## src/rtl/conv_out_framer.sv

```systemverilog
// conv_out_framer: tags the convolution core's output pixels with frame
// position (sof/eol/eof), buffers them in a first-word-fall-through FIFO and
// presents them on a ready/valid interface. A sticky overflow flag records
// dropped pixels, and frame_done pulses once the eof pixel leaves the buffer.
module conv_out_framer #(
    parameter int PIXEL_BITS = 8,
    parameter int OUT_W      = 126,
    parameter int OUT_H      = 126,
    parameter int FIFO_DEPTH = 16
) (
    input  logic                  clk,
    input  logic                  rst,
    input  logic [PIXEL_BITS-1:0] in_pixel,
    input  logic                  in_valid,
    output logic [PIXEL_BITS-1:0] out_pixel,
    output logic                  out_valid,
    input  logic                  out_ready,
    output logic                  out_sof,
    output logic                  out_eol,
    output logic                  out_eof,
    output logic                  overflow,
    output logic                  frame_done,
    output logic                  busy
);

    localparam int CW = (OUT_W > 1) ? $clog2(OUT_W) : 1;
    localparam int RW = (OUT_H > 1) ? $clog2(OUT_H) : 1;
    localparam int AW = $clog2(FIFO_DEPTH);
    localparam int WW = PIXEL_BITS + 3;

    localparam logic [CW-1:0] COL_LAST = CW'(OUT_W - 1);
    localparam logic [RW-1:0] ROW_LAST = RW'(OUT_H - 1);

    // Word layout inside the FIFO: {sof, eol, eof, pixel}
    localparam int EOF_BIT = PIXEL_BITS;
    localparam int EOL_BIT = PIXEL_BITS + 1;
    localparam int SOF_BIT = PIXEL_BITS + 2;

    typedef enum logic {
        IDLE,
        STREAM
    } state_t;

    state_t           r_state;
    state_t           w_nextState;

    logic [CW-1:0]    r_col;
    logic [RW-1:0]    r_row;
    logic             w_colLast;
    logic             w_rowLast;
    logic             w_sof;
    logic             w_eol;
    logic             w_eof;

    logic [WW-1:0]    r_mem [FIFO_DEPTH];
    logic [AW:0]      r_wrPtr;
    logic [AW:0]      r_rdPtr;
    logic             w_empty;
    logic             w_full;
    logic             w_pop;
    logic             w_push;
    logic             w_drop;
    logic [WW-1:0]    w_head;

    logic             r_overflow;
    logic             r_frameDone;

    // Frame position tags derived from the counters for the pixel arriving now
    always_comb begin
        w_colLast = (r_col == COL_LAST);
        w_rowLast = (r_row == ROW_LAST);
        w_sof     = (r_col == '0) && (r_row == '0);
        w_eol     = w_colLast;
        w_eof     = w_colLast && w_rowLast;
    end

    // Position counters follow every arriving pixel, dropped or not, so the
    // tags never slip relative to the image
    always_ff @(posedge clk or posedge rst) begin
        if (rst) begin
            r_col <= '0;
            r_row <= '0;
        end else if (in_valid) begin
            if (w_colLast) begin
                r_col <= '0;
                if (w_rowLast) begin
                    r_row <= '0;
                end else begin
                    r_row <= r_row + RW'(1);
                end
            end else begin
                r_col <= r_col + CW'(1);
            end
        end
    end

    // Frame state register
    always_ff @(posedge clk or posedge rst) begin
        if (rst) begin
            r_state <= IDLE;
        end else begin
            r_state <= w_nextState;
        end
    end

    // Enter STREAM on the sof pixel, return to IDLE once the eof pixel arrives
    always_comb begin
        w_nextState = r_state;
        case (r_state)
            IDLE: begin
                if (in_valid && !w_eof) begin
                    w_nextState = STREAM;
                end
            end
            STREAM: begin
                if (in_valid && w_eof) begin
                    w_nextState = IDLE;
                end
            end
            default: begin
                w_nextState = IDLE;
            end
        endcase
    end

    // FIFO status and handshake; a pop frees the slot a same-cycle push needs
    always_comb begin
        w_empty = (r_wrPtr == r_rdPtr);
        w_full  = (r_wrPtr[AW] != r_rdPtr[AW]) &&
                  (r_wrPtr[AW-1:0] == r_rdPtr[AW-1:0]);
        w_pop   = !w_empty && out_ready;
        w_push  = in_valid && (!w_full || w_pop);
        w_drop  = in_valid && w_full && !w_pop;
        w_head  = r_mem[r_rdPtr[AW-1:0]];
    end

    // Storage array; when full with a pop, the write lands in the slot being
    // vacated, which is safe because the head moves on at the same edge
    always_ff @(posedge clk) begin
        if (w_push) begin
            r_mem[r_wrPtr[AW-1:0]] <= {w_sof, w_eol, w_eof, in_pixel};
        end
    end

    // Read and write pointers carry an extra wrap bit to separate full from empty
    always_ff @(posedge clk or posedge rst) begin
        if (rst) begin
            r_wrPtr <= '0;
            r_rdPtr <= '0;
        end else begin
            if (w_push) begin
                r_wrPtr <= r_wrPtr + (AW+1)'(1);
            end
            if (w_pop) begin
                r_rdPtr <= r_rdPtr + (AW+1)'(1);
            end
        end
    end

    // Sticky overflow flag and the registered end-of-frame pulse
    always_ff @(posedge clk or posedge rst) begin
        if (rst) begin
            r_overflow  <= 1'b0;
            r_frameDone <= 1'b0;
        end else begin
            if (w_drop) begin
                r_overflow <= 1'b1;
            end
            r_frameDone <= w_pop && w_head[EOF_BIT];
        end
    end

    // Head word drives the outputs directly; zeroed when empty so that reset
    // and idle present a clean all-zero bus
    always_comb begin
        out_valid  = !w_empty;
        out_pixel  = w_empty ? '0   : w_head[PIXEL_BITS-1:0];
        out_sof    = w_empty ? 1'b0 : w_head[SOF_BIT];
        out_eol    = w_empty ? 1'b0 : w_head[EOL_BIT];
        out_eof    = w_empty ? 1'b0 : w_head[EOF_BIT];
        overflow   = r_overflow;
        frame_done = r_frameDone;
        busy       = (r_state != IDLE) || !w_empty;
    end

endmodule

```

## config.mk

```make
export PLATFORM = sky130hd
export DESIGN_NAME = conv_out_framer
export DESIGN_NICKNAME = d
export VERILOG_FILES = /design/src/rtl/conv_out_framer.sv
export SDC_FILE = /design/constraint.sdc
export NUM_CORES = 1
export LEC_CHECK = 0
export BUFFER_PORTS_ARGS = -buffer_cell sky130_fd_sc_hd__buf_2
export CORE_ASPECT_RATIO = 1.2
export CORE_MARGIN = 2
export CORE_UTILIZATION = 40
export DETAILED_ROUTE_END_ITERATION = 8
export PLACE_DENSITY_LB_ADDON = 0.12
export SYNTH_ARGS = -nofsm -noshare
export SYNTH_HDL_FRONTEND = slang
export SYNTH_SLANG_ARGS = --single-unit
export TNS_END_PERCENT = 1
```

## constraint.sdc

```tcl
create_clock -name clk -period 6.6 [get_ports clk]
set_input_delay 0.66 -clock clk [delete_from_list [all_inputs] [get_ports clk]]
set_output_delay 0.66 -clock clk [all_outputs]
set_load 0.01 [all_outputs]
```

======== Yosys cells after proc, flatten, opt, wreduce, memory -nomap -nowiden ========
Memory sizes are Yosys's and may differ from the RTL's.
Index checks and enable logic that the tools add are counted.
cells by class
  add/sub/neg operators ................... 4
  eq/ne operators ......................... 5
  mux-type cells .......................... 11
  bitwise logic cells ..................... 1
  reductions and logical operators ........ 19
operators by type and width
  operator               number
  $add A7 B1 Y7 const B  2
  $eq A7 B7 Y1 const B   2
  $logic_not A7 Y1       2
  $mux W7                2
  $add A5 B1 Y5 const B  2
  $logic_and A1 B1 Y1    10
  $mux W8                1
  $mux W1                7
  $eq A5 B5 Y1           1
  $eq A4 B4 Y1           1
  $logic_not A1 Y1       4
  $logic_or A1 B1 Y1     2
  $pmux W1 S2            1
  $reduce_and A2 Y1      1
  $ne A1 B1 Y1           1
  $not A1 Y1             1
word-level totals
  flip-flop bits (word level) ............. 27
  bits in writable memories ............... 176
  input port bits ......................... 12
  memories kept ........................... 1
memory list
  name   depth  width  read ports  clocked after memory_dff  wr ports  line  source
  r_mem  16     11     1           0                         1         55    logic [WW-1:0] r_mem [FIFO_DEPTH];

======== Longest topological paths before layout ========
Gate-level depths: netlist of run 1.
  depth in word-level cells ............... 7
  depth in mapped cells ................... 7
  mapped depth without buffers ............ 7

======== Worst setup path after synthesis of run 1 ========
No wires, ideal clock.
  path kind ............................... flip-flop to flip-flop
  from .................................... register r_rdPtr[3]
  to ...................................... memory r_mem[3][0] (netlist bit) (enable)
  arrival time ............................ 1881 ps
  path slack .............................. 4326 ps
  cell stages (with the launch flop) ...... 7
  cells stage by stage .................... dfrtp_1 buf_2 xnor2_1 nand4_1 buf_2 o211ai_1 nor3_1
on the way
  cells in the longest elaborated chain, start to end .. 7
  elaborated cells on any way between the ends .. 10
  classes of those cells .................. eq/ne: 2; mux: 2; reduce/logical: 6
ends and longest elaborated chain
  item                                                     line      source
  start, declared                                          57        logic [AW:0] r_rdPtr;
  start signal, assigned                                   155       r_rdPtr <= r_rdPtr + (AW+1)'(1);
  $eq A5 B5 Y1 or $eq A4 B4 Y1 (tied branches)             128, 130
  $logic_not A1 Y1 or $logic_and A1 B1 Y1 (tied branches)  131, 129
  $logic_and A1 B1 Y1 or $logic_not A1 Y1 (tied branches)  131, 132
  $logic_or A1 B1 Y1 *                                     132       w_push = in_valid && (!w_full || w_pop);
  $logic_and A1 B1 Y1 *                                    132
  $mux W1 *                                                140       if (w_push) begin
  $mux W1 (implied by the code) *                          141       r_mem[r_wrPtr[AW-1:0]] <= {w_sof, w_eol, w_eof, in_pixel};
  end, declared                                            55
Every way passes the cells marked *; elsewhere a longest branch is shown, timed or not.

======== Final worst setup path of run 1 ========
  from .................................... register r_rdPtr[0]
  to ...................................... output out_pixel[5]
on the way
  cells in the longest elaborated chain, start to end .. 2
  elaborated cells on any way between the ends .. 3
  classes of those cells .................. eq/ne: 1; mux: 1; memory: 1
ends and longest elaborated chain
  item                                             line  source
  $mem_v2 Z16 W11 or $eq A5 B5 Y1 (tied branches)  -
  $mux W8 *                                        177   out_pixel = w_empty ? '0 : w_head[PIXEL_BITS-1:0];
  end, declared                                    15    output logic [PIXEL_BITS-1:0] out_pixel,
Marked as above.

==> results of run 1 <==
-- per-stage QoR --
step	util, %	instance area, µm²	setup slack [ns]	hold WS [ns]	total power, W
floorplan	-	8278	4.326	0.4602	0.002492
CTS	46.08	9334	2.501	0.4618	0.004046
global route	46.08	9334	2.209	0.4783	0.004201
finish	46.08	9334	2.569	0.4240	0.003992
global placement	42.66	8640	3.181	0.4410	0.002829
detailed placement	42.66	8640	3.012	0.4472	0.002845
-- synthesized netlist by cell type (9+ instances only) --
master    instances  area share [%]
a21oi_1          16            0.97
a22oi_1          20             1.8
and3_1           17             1.3
buf_2            13            0.79
dfrtp_1          27             8.2
edfxtp_1        176              64
ha_1             11             1.7
inv_1            18            0.82
mux4_2           43              12
nor2_1            9            0.41
o21ai_0          14            0.85
xnor2_1          12             1.3
-- kinds of logic after synthesis --
kind of cell / after synthesis
xor+xnor: 13
flops: 203
buf+inv: 42
mux: 50
compound gates: 66
simple gates: 71
fa+ha+maj: 11
-- layout make-up --
| cell class | instances | area (µm²) |
|---|---|---|
| clock buffer | 29 | 575.6 |
| clock inverter | 8 | 118.9 |
| fill | 1778 | 10920 |
| inverter | 18 | 67.56 |
| multi-input combinational | 211 | 2130 |
| sequential | 203 | 5966 |
| tap | 265 | 331.6 |
| timing repair buffer | 28 | 145.1 |
-- per-layer routing --
layer	GRT usage [%]	vias up	share of wire, %
li1	-	1877	-
met3	2.511	25	5.2
met5	0	-	0
met4	4.451	0	1.7
met2	27.32	86	50
met1	21.75	2114	43
-- sequential cells by signal, indices dropped and copies added, names as in the netlist, named ones only --
signal	flops
r_mem	176
overflow	1
r_wrPtr	5
r_row	7
frame_done	1
r_rdPtr	5
r_col	7
-- critical path: stages, from the launching register on --
cell	delay [ns]
dfrtp_4	1.08
xnor2_1	0.20
nand4_1	0.35
nor2_1	0.90
a21oi_1	0.15
buf_2	0.20
-- final timing paths --
path,slack [ns],startpoint,to,cells after the start
max in group asynchronous,5.41,rst,r_rdPtr[0],2
worst max register to register,3.36,r_rdPtr[0],r_mem[11][0],4
min in group clk,0.46,overflow,overflow,1
worst min-delay path,0.42,rst,r_wrPtr[2],2
worst max-delay path,2.57,r_rdPtr[0],out_pixel[5],5
worst min register to register,0.46,overflow,overflow,1
-- where the power goes --
group          internal [W]  switching [W]
sequential          0.00156       0.000188
clock              0.000728       0.000463
combinational      0.000489       0.000563
total               0.00278        0.00121
==> results.json, run 1 <==
{
  "status": "complete, no violations",
  "yosys_warnings": 0,
  "ctsHoldBuffers": 0,
  "synth_enable_flop_cells": 176,
  "final_cell_mix": "edfxtp_1, mux4_2, buf_2, dfrtp_1, clkbuf_16",
  "via_count": 4102,
  "max_freq_ghz": 0.2481,
  "yosysSeqAreaShare_pct": 72.01,
  "hold_path_class": "in2async",
  "min_period_ns": 4.031,
  "finalNonFillerCells": 762,
  "syn2layout_area_growth_pct": 12.76,
  "grt_antenna_before_repair": 0,
  "arrival_ns": 3.37,
  "dp.cells": 725,
  "yosys.area_share.simple_pct": 4.867,
  "ant_nets": 0,
  "first_global_vias": 4415,
  "rows": 57,
  "drc": 0,
  "rsz0062_at_grt": "false",
  "synth-adder-area-share_pct": 1.663,
  "grt_overflow": 0,
  "synth_mux_area_share_pct": 12.59,
  "path_max_fanout": 49,
  "drv_cap": 0,
  "synth.distinct_cells": 42,
  "cts_resized": 0,
  "cts_root_buffer": "clkbuf_16",
  "synth.cell_area_um2": 8278,
  "fp.dieArea_um2": 21870,
  "clock-skew-final_ns": 0.008932,
  "first_pass_iters": 4,
  "die_h_um": 161.6,
  "drtIter0Drc": 328,
  "relSlewSlack_pct": 14.88,
  "synth_top_family_by_area": "multiplexers",
  "grt_pass1_wl_mm": 26.03,
  "ys_ff_latch": 203,
  "finalCritPeriodShare_pct": 61.08,
  "path_clk_slew_ns": 0.06,
  "tritoncts": "yes",
  "leakagePower_nw": 3.192,
  "syn_area_per_cell_um2": 18.15,
  "portBuffers": 26,
  "setup_violations": 0,
  "syn_inst": 456,
  "num_io_pins": 27,
  "grt_max_degree": 50,
  "initial_core_util_pct": 40.87,
  "slew_viol_final": 0,
  "clk_latency_ns": 0.49,
  "grt_usage_pct": 16.12,
  "path_class": "reg2out",
  "gp_congestion": 0.7701,
  "postSynth.asyncResetShare_pct": 13.30,
  "layout_commonest_cell": "edfxtp_1",
  "cts_buffer_depth": 3,
  "drive_gt1_share_pct": 21.93,
  "n_antenna_cell": 0,
  "htree_levels": 1,
  "cts_setup_buffers": 0,
  "end_kind": "primary output",
  "post_drt_via_cell_ratio": 5.383,
  "syn_nets": 479,
  "synth-compound-area-share_pct": 5.079,
  "core_region_area_um2": 20250,
  "finalHoldViolCount": 0,
  "required_ns": 5.94,
  "worstMarginPinSlew_ns": 1.274,
  "clock-sinks": 203,
  "cts_buffers": 21,
  "dieWidth_um": 135.3,
  "ir_drop_v": 0.0003595,
  "wire_per_inst_um": 22.29,
  "nets": 506,
  "start_kind": "register",
  "yosys_most_used_dff": "edfxtp_1",
  "cellPowerDensity_nw_per_um2": 427.7,
  "setup-tns-final_ns": 0,
  "synthXorXnorAreaFrac_pct": 1.466,
  "hpwl_mm": 10.03,
  "finalWirelength_mm": 16.98
}
(Power assumes the default switching activity.)
==> inputs of run 2 (changes only) <==
Clock period 6.6 ns to 4.16 ns, I/O delays scaled along.
==> run 2 against run 1 <==
Net effect:
- clock-buffer cell count decreased by 5
- clock skew increased by 0.017 ns
- worst setup slack got worse by 1.7 ns
- via count increased by 1.7%
- cell count increased by 0.79%
- largest cell class unchanged
- highest routed layer unchanged
==> results.json, run 2 (synthesized netlist as in run 1, its figures left out) <==
{
  "clock-sinks": 203,
  "grt_use_met1_pct": 24.61,
  "grt_use_met2_pct": 27.85,
  "required_ns": 3.74,
  "first_global_vias": 4493,
  "dp.cells": 730,
  "r2r_cells": 4,
  "endpoint": "out_pixel[7]",
  "wire_per_inst_um": 23.80,
  "path_class": "reg2out",
  "hold_path_class": "in2async",
  "max_freq_ghz": 0.3074,
  "largest_reg_flops": 176,
  "cts_buffer_depth": 3,
  "cts_resized": 0,
  "hpwl_mm": 10.90,
  "setup_violations": 0,
  "cts_buffers": 21,
  "min_period_ns": 3.253,
  "status": "complete, no violations",
  "power_frac_comb_pct": 28.6,
  "cellPowerDensity_nw_per_um2": 674.4,
  "crit_start": "r_rdPtr[3]",
  "path_clk_slew_ns": 0.06,
  "met3_usage_pct": 2.668,
  "grt_overflow": 0,
  "end_kind": "primary output",
  "htree_levels": 1,
  "drive_gt1_share_pct": 23.66,
  "arrival_ns": 2.84,
  "grt_pass1_wl_mm": 27.67,
  "register_area_um2": 5966,
  "cts_setup_buffers": 0,
  "post_drt_via_cell_ratio": 5.432,
  "p_switching_w": 0.001967,
  "finalNonFillerCells": 768,
  "die_h_um": 161.6,
  "start_kind": "register",
  "seqPwrFrac_pct": 42.2,
  "grt_usage_pct": 17.33,
  "dieWidth_um": 135.3,
  "ant_nets": 0,
  "relSlewSlack_pct": 10.16,
  "finalHoldViolCount": 0,
  "fp.dieArea_um2": 21870,
  "via_count": 4172,
  "path_max_fanout": 10,
  "nFillCells": 1770,
  "setup-tns-final_ns": 0,
  "syn2layout_area_growth_pct": 12.98,
  "leakagePower_nw": 3.237,
  "drc": 0,
  "multi_input_area_um2": 2130,
  "drtIter0Drc": 355,
  "layout_commonest_cell": "edfxtp_1",
  "nets": 511,
  "cts_root_buffer": "clkbuf_16",
  "grt_max_degree": 49,
  "slew_viol_final": 0,
  "tritoncts": "yes",
  "rsz0062_at_grt": "false",
  "core_region_area_um2": 20250,
  "drv_cap": 0,
  "r2r-end": "r_mem[3][4]",
  "ctsHoldBuffers": 0,
  "first_pass_iters": 4,
  "final_cell_mix": "edfxtp_1, mux4_2, buf_2, dfrtp_1, clkbuf_16",
  "clock-skew-final_ns": 0.02567,
  "ir_drop_v": 0.0005343,
  "n_antenna_cell": 0,
  "initial_core_util_pct": 40.87,
  "gp_congestion": 0.7388,
  "busiest_layer": "met2",
  "finalWirelength_mm": 18.28,
  "rows": 57,
  "grt_antenna_before_repair": 0,
  "clkPwrFrac_pct": 29.2,
  "p_sw_share_pct": 31.18,
  "finalCritPeriodShare_pct": 78.19,
  "portBuffers": 26,
  "r2r_start": "r_rdPtr[0]",
  "clk_latency_ns": 0.51,
  "regToRegSetupSlack_ns": 1.36,
  "power.internal_w": 0.004341,
  "worstMarginPinSlew_ns": 1.340,
  "num_io_pins": 27
}
-- run 2: cell type report --
type,instances,area share (%)
clock buffer,24,5.846
clock inverter,14,1.378
inverter,18,0.7224
multi-input combinational,211,22.77
sequential,203,63.79
tap,265,3.545
timing repair buffer,33,1.953
-- run 2: power groups by stage --
stage / registers (W) / clock network, W / logic [W]
2_1_floorplan: 0.00260 / 0 / 0.00135
3_3_place_gp: 0.00270 / 0 / 0.00184
4_1_cts: 0.00267 / 0.00187 / 0.00186
3_5_place_dp: 0.00271 / 0 / 0.00185
6_report: 0.00266 / 0.00184 / 0.00180
5_1_grt: 0.00270 / 0.00196 / 0.00197
-- run 2: worst max-delay path, stage by stage, from the launching register on --
cell and delay, ns:
dfrtp_1 0.51, nor2b_1 0.99, a22oi_1 0.34, a21oi_1 0.31, buf_2 0.19
-- run 2: through the flow --
stage	utilization, %	power (W)	area [µm²]	setup slack, ns	hold slack [ns]
6_report	46.18	0.006308	9353	0.9071	0.1743
4_1_cts	46.18	0.006395	9353	0.8394	0.2265
3_5_place_dp	42.84	0.004553	8677	1.372	0.4504
5_1_grt	46.18	0.006631	9353	0.7390	0.2510
3_3_place_gp	42.84	0.004536	8677	1.344	0.4368
2_1_floorplan	-	0.003943	8278	1.886	0.4602
-- run 2: metal layers --
metal | part of all wire (%) | vias to the layer above | wire length (µm)
met4 | 1.9 | 0 | 340
met2 | 49 | 117 | 8887
met1 | 44 | 2148 | 7996
li1 | - | 1883 | -
met3 | 5.8 | 24 | 1057
met5 | 0 | - | 0
-- run 2: how the worst min path moves through the flow --
stage | depth (start not counted) | endpoint | slack [ns] | startpoint
global placement | 1 | overflow | 0.44 | overflow
global route | 3 | r_rdPtr[2] | 0.25 | out_ready
floorplan | 1 | r_row[6] | 0.46 | r_row[6]
detailed placement | 1 | overflow | 0.45 | overflow
CTS | 2 | frame_done | 0.23 | rst
finish | 2 | frame_done | 0.17 | rst
